<file path="config.mk">
export PLATFORM = sky130hd
export DESIGN_NAME = jt9346_dump_seq
export DESIGN_NICKNAME = d
export VERILOG_FILES = /design/src/rtl/jt9346_dump_seq.sv
export SDC_FILE = /design/constraint.sdc
export NUM_CORES = 1
export LEC_CHECK = 0
export CAP_MARGIN = 20
export CORE_ASPECT_RATIO = 0.9
export CORE_MARGIN = 4
export CORE_UTILIZATION = 45
export DETAILED_ROUTE_END_ITERATION = 8
export HOLD_SLACK_MARGIN = 0.06
export PLACE_DENSITY = 0.79
export RECOVER_POWER = 25
export SYNTH_ARGS = -nofsm -noshare
export SYNTH_HDL_FRONTEND = slang
export SYNTH_SLANG_ARGS = --single-unit
</file>
<file path="constraint.sdc">
create_clock -name clk -period 1.95 [get_ports clk]
set_input_delay 0.39 -clock clk [delete_from_list [all_inputs] [get_ports clk]]
set_output_delay 0.39 -clock clk [all_outputs]
set_load 0.01 [all_outputs]
</file>
<file path="src/rtl/jt9346_dump_seq.sv">
// ----------------------------------------------------------------------------
// jt9346_dump_seq
//   Sequences the 8-bit dump port of the jt9346 EEPROM wrapper for the host
//   NVRAM path.
//   - Load: streams 2**AW bytes from the host into the EEPROM.
//   - Save: streams 2**AW bytes out of the EEPROM to the host.
//   - Loads and saves never overlap. The module also manages the wrapper's
//     "contents changed" flag.
//
// Optional feature macro: JT9346_AUTOSAVE_EN
//   Defined   : a TOUT_W-bit idle timer raises autosave_req once dump_flag
//               has been high for 2**TOUT_W-1 consecutive idle cycles.
//   Undefined : no timer; autosave_req is tied to 0.
//
// Parameters
//   AW     dump byte-address width (one transfer = 2**AW bytes)
//   DLY    cycles from a dump_addr change to valid dump_dout (1..7)
//   TOUT_W autosave idle-timer width
//
// Ports
//   clk, rst              clock, synchronous active-high reset
//   ld_start/valid/data   host load request and byte stream (ld_ready back)
//   sv_start/ready        host save request and byte sink (sv_valid/data out)
//   busy, done            transfer in progress / one-cycle end pulse
//   autosave_req          asks the host to issue sv_start
//   dump_addr/we/din      EEPROM wrapper byte address, write strobe, data
//   dump_dout             EEPROM wrapper read data
//   dump_clr              one-cycle clear of the wrapper change flag
//   dump_flag             EEPROM contents were changed by the game
// ----------------------------------------------------------------------------
module jt9346_dump_seq #(
    parameter int AW     = 7,
    parameter int DLY    = 2,
    parameter int TOUT_W = 20
) (
    input  logic          clk,
    input  logic          rst,
    input  logic          ld_start,
    input  logic          ld_valid,
    input  logic [7:0]    ld_data,
    output logic          ld_ready,
    input  logic          sv_start,
    output logic          sv_valid,
    output logic [7:0]    sv_data,
    input  logic          sv_ready,
    output logic          busy,
    output logic          done,
    output logic          autosave_req,
    output logic [AW-1:0] dump_addr,
    output logic          dump_we,
    output logic [7:0]    dump_din,
    input  logic [7:0]    dump_dout,
    output logic          dump_clr,
    input  logic          dump_flag
);

    typedef enum logic [2:0] {
        IDLE = 3'd0,
        LOAD = 3'd1,
        LGAP = 3'd2,
        RD   = 3'd3,
        OUT  = 3'd4,
        FIN  = 3'd5
    } state_t;

    localparam logic [AW-1:0] LAST_ADDR = '1;
    localparam logic [2:0]    DLY_END   = 3'(DLY);

    state_t          state_q,    state_d;
    logic [AW-1:0]   count_q,    count_d;
    logic [2:0]      dly_q,      dly_d;
    logic            ld_ready_q, ld_ready_d;
    logic            sv_valid_q, sv_valid_d;
    logic [7:0]      sv_data_q,  sv_data_d;
    logic            busy_q,     busy_d;
    logic            done_q,     done_d;
    logic            dump_we_q,  dump_we_d;
    logic [7:0]      dump_din_q, dump_din_d;
    logic            dump_clr_q, dump_clr_d;

    // Next-state and next-output logic. Every output is registered so the
    // host and the wrapper only ever see flop outputs.
    always_comb begin
        // NOTE: every _d gets a default before the case, so no path can leave
        // one unassigned and infer a latch.
        state_d    = state_q;
        count_d    = count_q;
        dly_d      = dly_q;
        ld_ready_d = 1'b0;
        sv_valid_d = sv_valid_q;
        sv_data_d  = sv_data_q;
        dump_we_d  = 1'b0;
        dump_din_d = dump_din_q;
        dump_clr_d = 1'b0;

        unique case (state_q)
            IDLE: begin
                // Load has priority; a simultaneous sv_start is dropped.
                if (ld_start) begin
                    state_d    = LOAD;
                    count_d    = '0;
                    ld_ready_d = 1'b1;
                end else if (sv_start) begin
                    state_d    = RD;
                    count_d    = '0;
                    dly_d      = '0;
                    // Clear at save start so game writes during the save re-flag.
                    dump_clr_d = 1'b1;
                end
            end
            LOAD: begin
                // ld_ready is high throughout LOAD, so ld_valid alone accepts.
                if (ld_valid) begin
                    state_d    = LGAP;
                    dump_we_d  = 1'b1;
                    dump_din_d = ld_data;
                end else begin
                    ld_ready_d = 1'b1;
                end
            end
            LGAP: begin
                // One dead cycle per byte: the 16-bit wrapper latches here.
                count_d = count_q + 1'b1;
                if (count_q == LAST_ADDR) begin
                    state_d    = FIN;
                    // Freshly loaded data must not read back as "changed".
                    dump_clr_d = 1'b1;
                end else begin
                    state_d    = LOAD;
                    ld_ready_d = 1'b1;
                end
            end
            RD: begin
                // dump_addr changed on RD entry; dump_dout is valid from the
                // DLY-th cycle after, which is the cycle it gets captured.
                if (dly_q == DLY_END) begin
                    sv_data_d  = dump_dout;
                    sv_valid_d = 1'b1;
                    state_d    = OUT;
                end else begin
                    dly_d = dly_q + 3'd1;
                end
            end
            OUT: begin
                if (sv_ready) begin
                    sv_valid_d = 1'b0;
                    count_d    = count_q + 1'b1;
                    dly_d      = '0;
                    state_d    = (count_q == LAST_ADDR) ? FIN : RD;
                end
            end
            FIN: begin
                state_d = IDLE;
            end
            default: begin
                state_d = IDLE;
            end
        endcase

        busy_d = (state_d != IDLE);
        done_d = (state_d == FIN);
    end

    always_ff @(posedge clk) begin
        // NOTE: sequential state uses non-blocking assignments only, so every
        // flop samples pre-edge values regardless of statement order.
        if (rst) begin
            state_q    <= IDLE;
            count_q    <= '0;
            dly_q      <= '0;
            ld_ready_q <= 1'b0;
            sv_valid_q <= 1'b0;
            sv_data_q  <= '0;
            busy_q     <= 1'b0;
            done_q     <= 1'b0;
            dump_we_q  <= 1'b0;
            dump_din_q <= '0;
            dump_clr_q <= 1'b0;
        end else begin
            state_q    <= state_d;
            count_q    <= count_d;
            dly_q      <= dly_d;
            ld_ready_q <= ld_ready_d;
            sv_valid_q <= sv_valid_d;
            sv_data_q  <= sv_data_d;
            busy_q     <= busy_d;
            done_q     <= done_d;
            dump_we_q  <= dump_we_d;
            dump_din_q <= dump_din_d;
            dump_clr_q <= dump_clr_d;
        end
    end

`ifdef JT9346_AUTOSAVE_EN
    logic [TOUT_W-1:0] timer_q, timer_d;
    logic              autosave_req_q, autosave_req_d;

    // Counts idle cycles with dirty contents; saturates at all ones. Clearing
    // on state_d means the request drops right after sv_start is accepted.
    always_comb begin
        timer_d = timer_q;
        if (state_d != IDLE || !dump_flag) begin
            timer_d = '0;
        end else if (!(&timer_q)) begin
            timer_d = timer_q + 1'b1;
        end
        autosave_req_d = &timer_d;
    end

    always_ff @(posedge clk) begin
        if (rst) begin
            timer_q        <= '0;
            autosave_req_q <= 1'b0;
        end else begin
            timer_q        <= timer_d;
            autosave_req_q <= autosave_req_d;
        end
    end

    assign autosave_req = autosave_req_q;
`else
    // dump_flag and TOUT_W only feed the idle timer, which is not built.
    logic unused_cfg;
    assign unused_cfg   = &{1'b0, dump_flag, TOUT_W[0]};
    assign autosave_req = 1'b0;
`endif

    assign ld_ready  = ld_ready_q;
    assign sv_valid  = sv_valid_q;
    assign sv_data   = sv_data_q;
    assign busy      = busy_q;
    assign done      = done_q;
    assign dump_addr = count_q;
    assign dump_we   = dump_we_q;
    assign dump_din  = dump_din_q;
    assign dump_clr  = dump_clr_q;

endmodule
</file>
==> impl_metrics.yaml <==
outcome:
  status: "completed"
floorplanning:
  io_pins: 53
  start_util_pct: 48.7
  fp.dieH_um: 63.7
  die_w_um: 69.9
  die_area_um2: 4450
  coreArea_um2: 3190
  rows: 19
synthesis:
  netlist.area_leader.share_pct: 45.2
  yosysMostFrequentCell: "nand2_1"
  synthFlopType: "dfxtp_1"
  synth_nets: 224
  yosys.area.top_type: "dfxtp_1"
  synthTopCellsByCount: "nand2_1 (44), dfxtp_1 (35), a21oi_1 (26)"
  ys_warn_count: 0
  synth_cell_types: 38
  synthTopCellsByArea: "dfxtp_1 (45%), nand2_1 (11%), a21oi_1 (8.4%)"
  synth_cells: 198
  synth-seq-cells: 35
  synth_async_sr_flop_share_pct: 0
  yosysSeqAreaShare_pct: 45.2
  synth_edf_count: 0
  avgSynthCellArea_um2: 7.83
  synth_area_um2: 1550
sta:
  whs_ns: 0.456
  setup_tns_ns: 0
  setup_violations: 0
  finClkSkew_ns: 0.00640
  finalMaxSlewViolations: 0
  hold_viol_final: 0
  period_share_pct: 97.2
  fmax_mhz: 528
  rsz0062_at_grt: "false"
  period_needed_ns: 1.89
pwr:
  peakVddDrop_mv: 0.558
  power_density_nw_per_um2: 814
  leakage_nw: 0.833
route:
  vias: 1536
  route.detailed.drc: 0
  finalWirelength_um: 3830
  drt_iter0_markers: 118
  dr.pass1.iters: 4
  vias_per_cell: 5.12
  antenna_left: 0
  wire_per_inst_um: 12.8
critical_path:
  end_kind: "register"
  cp-startpoint: "sv_start"
  criticalPathCategory: "input port to register"
  crit_path_start_kind: "input port"
  r2r_end: "dump_addr[4]$_SDFFE_PP0P_"
  worst_ep_arrival_time_ns: 2.07
  crit_end: "dly_q[1]$_SDFFE_PP0P_"
  worst_ep_required_time_ns: 2.13
  rr_worst_depth: 6
  r2r-start: "state_q[2]$_SDFF_PP0_"
  rrSetupSlack_ns: 0.21
  worst-path-max-fanout: 4
placement:
  portBuffers: 50
  gp_congestion: 0.844
  dp_hpwl_um: 2750
finish:
  diodes: 0
  seqCellArea_um2: 701
  final_nets: 283
  multi_input_comb_area_um2: 792
  area_growth_pct: 46.3
  fin_util_pct: 71.2
  layout-drive-gt1-share_pct: 8.53
  fillCellCount: 269
hold_path:
  hold_path_startpoint: "dump_din[4]$_SDFFE_PP0P_"
  hold_class: "register to register"
cts:
  clk_latency_ns: 0.29
  cts.path.max_buffers: 2
  cts_setup_buffers: 0
  numCtsBuffers: 5
  clock_sinks: 35
  cts.reportedPaths.clkPinSlew_ns: 0.07
  h-tree-depth: 2
  cts_root_buffer: "clkbuf_8"
  cts_resized: 0
  hold_buffers: 0
  cts_tree: "done"
grt:
  groute.usage.overall_pct: 18.3
  grt_max_degree: 18
  use_met3_pct: 8.27
  grt_pass1_vias: 1430
  antenna_found_initial: 0
  busiest_layer: "met2"
  grt.overflow.total: 0
  met1_usage_pct: 23.2
  grt_pass1_wl_um: 6490
  met2_usage_pct: 26.9
flow_run:
  maxCapViolCount: 0
==> flip-flops by register name, summed over array words and instances (netlist names) <==
signal     flops
ld_ready       1
sv_valid       1
dump_addr      7
state_q        3
dump_din       8
sv_data        8
done           1
dump_clr       1
dly_q          3
busy           1
dump_we        1
==> placed cells by master, fill, tap and decap left out, drive strengths merged, types with 2 or more instances in the layout <==
master	synthesis	final
dlygate4sd3	0	3
inv	4	4
ha	3	3
a21oi	26	26
nand2	44	44
nand3	4	4
nor2	18	18
clkdlybuf4s50	0	47
nand2b	3	3
clkbuf	8	6
nor2b	4	4
buf	2	12
a21o	2	2
dfxtp	35	35
nand3b	2	2
nand4	2	2
o21ai	8	8
nor3	8	8
and2	3	3
or4b	2	2
xor2	2	2
a211oi	2	2
==> cell families after synthesis <==
| logic type | synth area share (%) |
|---|---|
| flip-flops | 45.2 |
| buffers and inverters | 3.71 |
| other | 0.242 |
| adder cells (fa/ha/maj) | 2.42 |
| AO/OA/AOI/OAI | 18.8 |
| XOR/XNOR | 1.13 |
| AND/OR/NAND/NOR | 28.5 |
==> final cells by class <==
type,count,area share [%]
Clock buffer,6,3.64
Clock inverter,2,1.54
Inverter,4,0.662
Multi-Input combinational cell,149,34.9
Sequential cell,35,30.9
Tap cell,42,2.32
Timing Repair Buffer,62,26.0
==> worst min-delay path by stage <==
stage,cells after the start,slack [ns],end
global route,2,0.48,dump_din[3]$_SDFFE_PP0P_
finish,2,0.46,dump_din[4]$_SDFFE_PP0P_
detailed placement,2,0.45,sv_data[3]$_SDFFE_PP0P_
global placement,2,0.44,dump_din[7]$_SDFFE_PP0P_
CTS,2,0.46,dump_din[4]$_SDFFE_PP0P_
floorplan,2,0.46,dly_q[2]$_SDFFE_PP0P_
==> critical path, stage by stage <==
cell             delay (ns)
clkdlybuf4s50_1        0.52
or4b_4                 0.49
o211a_1                0.24
or2_1                  0.22
a21oi_1                0.16
nor2_1                 0.05
==> per-stage QoR <==
| step | cells | total power, W | area (um2) | setup slack, ns |
|---|---|---|---|---|
| 2_1_floorplan | 198 | 0.00101 | 1550 | 0.347 |
| 3_3_place_gp | 292 | 0.00119 | 2150 | -0.209 |
| 3_5_place_dp | 292 | 0.00119 | 2150 | -0.242 |
| 4_1_cts | 300 | 0.00186 | 2270 | 0.0607 |
| 5_1_grt | 300 | 0.00194 | 2270 | 0.00530 |
| 6_report | 300 | 0.00185 | 2270 | 0.0555 |
==> power breakdown <==
| part | internal [W] | switching, W | total (W) | leakage, nW |
|---|---|---|---|---|
| clock network | 0.000413 | 0.000259 | 0.000672 | 0.0612 |
| logic | 0.000198 | 0.000199 | 0.000398 | 0.488 |
| registers | 0.000756 | 0.0000208 | 0.000777 | 0.284 |
==> per-layer routing <==
metal / part of all wire [%] / vias up
li1: - / 791
met1: 46 / 685
met2: 43 / 55
met3: 9.9 / 5
met4: 1.2 / 0
met5: 0 / -
Note: power is estimated with default switching activity, not from simulation.
